File: src/rtl/timer_counter.sv
// ---------------------------------------------------------------------------
// timer_counter
//
// Memory-mapped programmable countdown timer. It sits on the CPU data bus and
// drives the core's interrupt input. The timer has three word registers at
// BASE+0x0 .. BASE+0x8:
//   CTRL   @+0x0  [0] EN, [2:1] MODE, [3] IM (1 = irq allowed); others read 0
//   PRESET @+0x4  reload value, full 32 bits, read/write
//   COUNT  @+0x8  current count, read-only (writes are dropped)
//
// Mode 0 is one-shot: the irq flag stays set until a CTRL write or reset.
// Mode 1 auto-reloads from PRESET and pulses irq for one cycle per period.
// MODE values 2 and 3 behave as mode 0.
//
// Compile-time option:
//   TC_MODE1_EN  defined   -> mode 1 (auto-reload, pulsed irq) is supported.
//                undefined -> CTRL[2:1] is tied to 0 and ignores writes; the
//                             timer always runs as mode 0.
//
// Ports:
//   clk     system clock, all state changes on the rising edge
//   reset   synchronous, active-high reset
//   addr    byte address from the core, bits [1:0] ignored
//   byteen  per-byte write enables; any set bit plus an address hit = write
//   wdata   write data, byte lanes aligned with byteen
//   rdata   combinational read data of the addressed register, 0 on a miss
//   irq     interrupt request = registered irq flag masked by IM
// ---------------------------------------------------------------------------
module timer_counter #(
  parameter logic [31:0] BASE = 32'h0000_7f00
) (
  input  logic        clk,
  input  logic        reset,
  input  logic [31:0] addr,
  input  logic [3:0]  byteen,
  input  logic [31:0] wdata,
  output logic [31:0] rdata,
  output logic        irq
);

  // FSM encoding
  localparam logic [1:0] S_IDLE = 2'd0;
  localparam logic [1:0] S_LOAD = 2'd1;
  localparam logic [1:0] S_CNT  = 2'd2;
  localparam logic [1:0] S_INT  = 2'd3;

  // Word indices of the three registers; decoding ignores addr[1:0].
  localparam logic [29:0] WORD_CTRL   = BASE[31:2];
  localparam logic [29:0] WORD_PRESET = BASE[31:2] + 30'd1;
  localparam logic [29:0] WORD_COUNT  = BASE[31:2] + 30'd2;

  logic [1:0]  state;
  logic [31:0] count;
  logic [31:0] preset;
  logic [31:0] preset_next;
  logic        ctrl_en;
  logic        ctrl_im;
  logic [1:0]  ctrl_mode;
  logic        irq_flag;

  logic        hit_ctrl;
  logic        hit_preset;
  logic        hit_count;
  logic        wr_ctrl;
  logic        wr_preset;
  logic        reload;
  logic        flag_set;
  logic        fsm_clear_en;
  logic        addr_unused;

  // The byte offset inside a word carries no meaning for this block.
  assign addr_unused = ^addr[1:0];

  // Address decode. A write needs an address hit and at least one byte lane.
  assign hit_ctrl   = (addr[31:2] == WORD_CTRL);
  assign hit_preset = (addr[31:2] == WORD_PRESET);
  assign hit_count  = (addr[31:2] == WORD_COUNT);
  assign wr_ctrl    = hit_ctrl   && (byteen != 4'b0000);
  assign wr_preset  = hit_preset && (byteen != 4'b0000);

  // Byte-lane merge for PRESET: unselected lanes keep their current value.
  always_comb begin
    preset_next = preset;
    for (int i = 0; i < 4; i++) begin
      if (byteen[i]) begin
        preset_next[8*i +: 8] = wdata[8*i +: 8];
      end
    end
  end

`ifdef TC_MODE1_EN
  // MODE lives entirely in byte lane 0.
  always_ff @(posedge clk) begin
    if (reset) begin
      ctrl_mode <= 2'b00;
    end else if (wr_ctrl && byteen[0]) begin
      ctrl_mode <= wdata[2:1];
    end
  end

  // Only MODE=1 reloads; 2 and 3 fall back to one-shot behaviour.
  assign reload = (ctrl_mode == 2'b01);
`else
  assign ctrl_mode = 2'b00;
  assign reload    = 1'b0;
`endif

  // Expiry is detected while counting with EN still set and COUNT at 0.
  assign flag_set     = (state == S_CNT) && ctrl_en && (count == 32'd0);
  // One-shot expiry disarms the timer on its way back to IDLE.
  assign fsm_clear_en = (state == S_INT) && !reload;

  // CTRL EN/IM and the irq flag. A CPU write to CTRL wins over the FSM
  // clearing EN, and any CTRL write clears the flag even if EN is unchanged.
  always_ff @(posedge clk) begin
    if (reset) begin
      ctrl_en  <= 1'b0;
      ctrl_im  <= 1'b0;
      irq_flag <= 1'b0;
    end else begin
      if (wr_ctrl) begin
        if (byteen[0]) begin
          ctrl_en <= wdata[0];
          ctrl_im <= wdata[3];
        end
      end else if (fsm_clear_en) begin
        ctrl_en <= 1'b0;
      end

      if (wr_ctrl || ((state == S_INT) && reload)) begin
        irq_flag <= 1'b0;
      end else if (flag_set) begin
        irq_flag <= 1'b1;
      end
    end
  end

  // PRESET register. LOAD samples the value held before this edge, so a
  // PRESET write coinciding with LOAD only affects the following reload.
  always_ff @(posedge clk) begin
    if (reset) begin
      preset <= 32'd0;
    end else if (wr_preset) begin
      preset <= preset_next;
    end
  end

  // Countdown FSM. The decrement is gated at zero so COUNT never wraps.
  always_ff @(posedge clk) begin
    if (reset) begin
      state <= S_IDLE;
      count <= 32'd0;
    end else begin
      case (state)
        S_IDLE: begin
          if (ctrl_en) begin
            state <= S_LOAD;
          end
        end
        S_LOAD: begin
          count <= preset;
          state <= S_CNT;
        end
        S_CNT: begin
          if (!ctrl_en) begin
            state <= S_IDLE;
          end else if (count == 32'd0) begin
            state <= S_INT;
          end else begin
            count <= count - 32'd1;
          end
        end
        S_INT: begin
          if (reload) begin
            state <= S_LOAD;
          end else begin
            state <= S_IDLE;
          end
        end
        default: begin
          state <= S_IDLE;
        end
      endcase
    end
  end

  // Zero-latency read mux.
  always_comb begin
    rdata = 32'd0;
    if (hit_ctrl) begin
      rdata = {28'd0, ctrl_im, ctrl_mode, ctrl_en};
    end else if (hit_preset) begin
      rdata = preset;
    end else if (hit_count) begin
      rdata = count;
    end
  end

  // Only the IM mask sits between the registered flag and the pin.
  assign irq = irq_flag & ctrl_im;

endmodule
File: config.mk
export PLATFORM = sky130hd
export DESIGN_NAME = timer_counter
export DESIGN_NICKNAME = d
export VERILOG_FILES = /design/src/rtl/timer_counter.sv
export SDC_FILE = /design/constraint.sdc
export NUM_CORES = 1
export LEC_CHECK = 0
export CORE_MARGIN = 4
export CORE_UTILIZATION = 56
export CTS_BUF_LIST = sky130_fd_sc_hd__clkbuf_2
export DETAILED_ROUTE_END_ITERATION = 10
export GPL_TIMING_DRIVEN = 0
export PLACE_DENSITY = 0.9
export SLEW_MARGIN = 20
export SYNTH_ARGS = -nofsm -noshare
export SYNTH_HDL_FRONTEND = slang
export SYNTH_SLANG_ARGS = --single-unit
File: constraint.sdc
create_clock -name clk -period 7.75 [get_ports clk]
set_input_delay 1.55 -clock clk [delete_from_list [all_inputs] [get_ports clk]]
set_output_delay 1.55 -clock clk [all_outputs]
set_load 0.05 [all_outputs]
Word level (Yosys, flattened, before mapping)
Index checks and enable logic that the tools add are counted. W data, S select, Z words.

Multiplexer cells: 13. Equality and inequality tests: 11. Add/sub/neg operators: 1. Bitwise logic cells: 1. Reductions and logical operators: 18.

Operators with widths (count): $mux W32 (5); $eq A30 B13 Y1 const B (3); $pmux W32 S2 (1); $logic_not A32 Y1 (1); $sub A32 B1 Y32 const B (1); $reduce_and A2 Y1 (7); $ne A2 B2 Y1 const B (4); $pmux W2 S4 (1); $mux W2 (3); $eq A2 B2 Y1 const B (2); $logic_and A1 B1 Y1 (4); $reduce_bool A2 Y1 (2); $reduce_bool A4 Y1 (1); $mux W1 (3); $ne A3 B2 Y1 const B (1); $reduce_and A3 Y1 (1); $eq A2 B1 Y1 const B (1); $logic_not A2 Y1 (1); $reduce_or A2 Y1 (1); $and A1 B1 Y1 (1).

Output and inout bits: 33. Word-level logic and storage cells: 53. Input port bits: 70. Flip-flop bits (word level): 69.

Depth between registers and ports, before layout
Depth after elaboration: 4. Depth in mapped cells: 9. Gate-level depth less buffers: 7.

Worst setup path before layout
Ideal clock, no wire load.

Path kind: input -> output. From: in addr[28]. To: out rdata[10]. Data arrival time: 3420 ps. Setup slack: 2780 ps. Stages on the path: 6. Path buffers: 2. Data required time: 6200 ps. Cells stage by stage: nor4_1 nand4_1 nor4_1 clkbuf_1 clkbuf_1 a22o_1.

Cells in the longest elaborated chain, start to end: 4. Elaborated cells between the ends (all ways): 6. Classes of those cells: 3 x eq/ne; 3 x mux.

Ends and longest elaborated chain: from (decl) (line 34) `input logic [31:0] addr,`; $eq A30 B13 Y1 (line 77) `assign hit_count = (addr[31:2] == WORD_COUNT);`; $mux W32 (line 194) `end else if (hit_count) begin`; $mux W32 (line 192) `end else if (hit_preset) begin`; $mux W32 * (line 190) `if (hit_ctrl) begin`; to (decl) (line 37) `output logic [31:0] rdata,`.

Mark *: on every way between the ends. The rest lies on a longest branch, timed or not.

Worst setup path in the final report
From: in addr[28]. To: out rdata[31].

Same word-level chain as after synthesis.

==> reports/metrics.csv <==
stage,metric,value,unit
place,port-buffer-count,97,
die,num_rows,31,
die,initial_utilization,58.88,%
clocking,htreeDepth,3,
timing,skew,0.03505,ns
worst_hold_path,hold_start,count[23],
timing,worst_slew_pin_slew,0.9078,ns
layout,final_cells,745,
routing,ant_nets,0,
place,dp_cells,729,
critical_path,path_max_fanout,10,
worst_hold_path,hp-class,register to register,
die,die_y,96.26,um
clocking,cts_setup_buffers,0,
routing,routed_wl,16.28,mm
global_routing,antenna_found_initial,0,
timing,fin_crit,6.780,ns
status,status,completed,
critical_path,startpoint,addr[28],
die,num_io_pins,103,
power_and_ir_drop,power.density_cell_area,114.6,nW/um^2
routing,dr_wl_met2,7.209,mm
power_and_ir_drop,netSwitchingFraction,26.78,%
routing,drtPass1Iterations,6,
global_routing,grt_pass1_vias,4739,
timing,hold_ws,0.5172,ns
timing,setup_tns,0,ns
clocking,cts_tree,done,
yosys,async_flop_share,0,%
routing,drc,0,
power_and_ir_drop,fin_total_pwr,0.6390,mW
clocking,clk_path_buf_depth,2,
global_routing,grt_max_degree,14,
power_and_ir_drop,clock_power_share,35.3,%
routing,viasPerCell,6.859,
power_and_ir_drop,p_comb_share,9.0,%
critical_path,critPathKind,input pin to output port,
timing,drv_slew,0,
place,dp_hpwl,12.07,mm
timing,max-slew-margin-rel,39.01,%
timing,post-route-period-util,87.49,%
layout,area_growth,27.88,%
run,cap_violations,0,
yosys,ys_seq_elements,69,
die,die_w,96.26,um
clocking,cts.hold.buffers_added,0,
routing,dr_wl_met3,1.992,mm
yosys,netlist_top_cells_count,"69 x dfxtp_1, 62 x nand2_1, 56 x a21oi_1, 35 x clkbuf_1, 32 x a31o_2",
worst_hold_path,whs_path_depth,2,
layout,n_antenna_cell,0,
power_and_ir_drop,p_sw,0.1711,mW
yosys,synth_cell_types,63,
yosys,syn_nets,604,
critical_path,worstPathArrival,5.23,ns
routing,highest_layer,met4,
yosys,synth_cells,533,
clocking,numCtsBuffers,9,
power_and_ir_drop,p_int,0.4679,mW
yosys,avgSynthCellArea,8.183,um^2
die,core_area,7408,um^2
routing,drt-initial-drc-count,612,
timing,hold_viol,0,
routing,met1Wirelength,6.411,mm
routing,routed-via-count,5110,
critical_path,r2r_cells,7,
critical_path,r2r-start,count[0],
global_routing,grt_pass1_wl,24.52,mm
global_routing,grt_overflow,0,
yosys,synth_edf_count,0,
yosys,synth_area_leaders,"dfxtp_1 32%, a21oi_1 6.4%, a31o_2 6.4%, a22o_1 5.8%, nand2_1 5.3%",
clocking,cts-root-buf,clkbuf_2,
global_routing,grtUsageTotal,35.19,%
timing,setup_viol,0,
yosys,synth_area,4362,um^2
yosys,synth-seq-area-share,31.67,%
clocking,cts.sinks,69,
power_and_ir_drop,sequentialPowerShare,55.7,%
layout,nNetsFinal,712,
yosys,synth.most_common_cell,dfxtp_1,
layout,fin_util,75.29,%
place,place_congestion,0.9932,
clocking,path_clk_slew,0.21,ns
critical_path,cp-start-kind,input pin,
routing,wl_per_cell,21.86,um
power_and_ir_drop,p_leak,1.915,nW
power_and_ir_drop,worst_ir_drop_vdd,0.07425,mV
yosys,netlist.area_leader.share,31.67,%
clocking,cts_resized,0,
timing,grt_setup_unrepaired,false,
yosys,yosys.area.top_type,dfxtp_1,
die,die-area,9265,um^2
critical_path,critical_path.endpoint_type,output port,
layout,drive_above_1_share,13.00,%
yosys,ys.flop_type,dfxtp_1,
yosys,yosysWarnings,0,
timing,fmax,0.1475,GHz
clocking,clock_latency,0.54,ns
critical_path,cp_data_required_time,6.20,ns
registers in the layout, indices dropped and copies added, names as in the netlist:
name	cells
ctrl_en	1
ctrl_im	1
state	2
count	32
irq_flag	1
preset	32
stage by stage:
stage / cell area [um^2] / setup slack, ns
global route: 5578 / 0.7731
global placement: 5456 / 1.008
detailed placement: 5456 / 1.046
finish: 5578 / 0.9697
CTS: 5578 / 1.049
floorplan: 4362 / 2.780
worst paths after layout:
| check | endpoint | slack [ns] |
|---|---|---|
| setup reg to reg | count[26] | 4.89 |
| hold reg to reg | count[23] | 0.52 |
| hold / removal | count[23] | 0.52 |
| setup / recovery | rdata[31] | 0.97 |
power groups by stage:
stage | Sequential (mW) | Combinational, mW | Clock [mW]
after floorplan | 0.363 | 0.0153 | 0
after global placement | 0.363 | 0.0552 | 0
after detailed placement | 0.363 | 0.0562 | 0
after CTS | 0.356 | 0.0564 | 0.224
after global routing | 0.356 | 0.0599 | 0.239
final | 0.356 | 0.0577 | 0.226
worst max-delay path, stage by stage:
cell             delay (ns)
clkdlybuf4s50_1        0.40
nor4_1                 0.29
nand4_1                0.28
nor4_1                 0.60
clkbuf_1               0.53
clkbuf_1               0.49
a22o_1                 0.27
clkdlybuf4s50_1        0.81
final cells by class:
cell class | instances | area [um^2]
tap | 99 | 123.9
multi-input combinational | 403 | 2608
clock buffer | 10 | 50.05
clock inverter | 6 | 71.32
timing repair buffer | 97 | 970.9
buffer | 54 | 346.6
fill | 557 | 1831
inverter | 7 | 26.28
sequential | 69 | 1381
routing by layer:
layer	track usage (%)	vias to the layer above
li1	-	2293
met1	45.24	2363
met2	56.01	385
met3	8.288	69
met4	15.28	0
met5	0	-
cells in the final DEF, fill, tap and decap left out, drive strengths merged, types with 15 or more instances in the layout:
cell,instances
clkdlybuf4s50,97
dfxtp,69
nand2,64
a21oi,56
clkbuf,54
a31o,32
nor2,32
a22o,30
o31ai,19
nor4,18
nand3,15
logic make-up (layout without fill, tap and decap cells):
group,count (synthesis),in the layout,synth area share (%)
flip-flops,69,69,31.67
multiplexers,5,5,1.147
AND/OR/NAND/NOR,192,192,23.84
buffers and inverters,61,174,8.549
adder cells (fa/ha/maj),1,1,0.2868
AO/OA/AOI/OAI,205,205,34.51
Power figures use the tool's default switching activity.
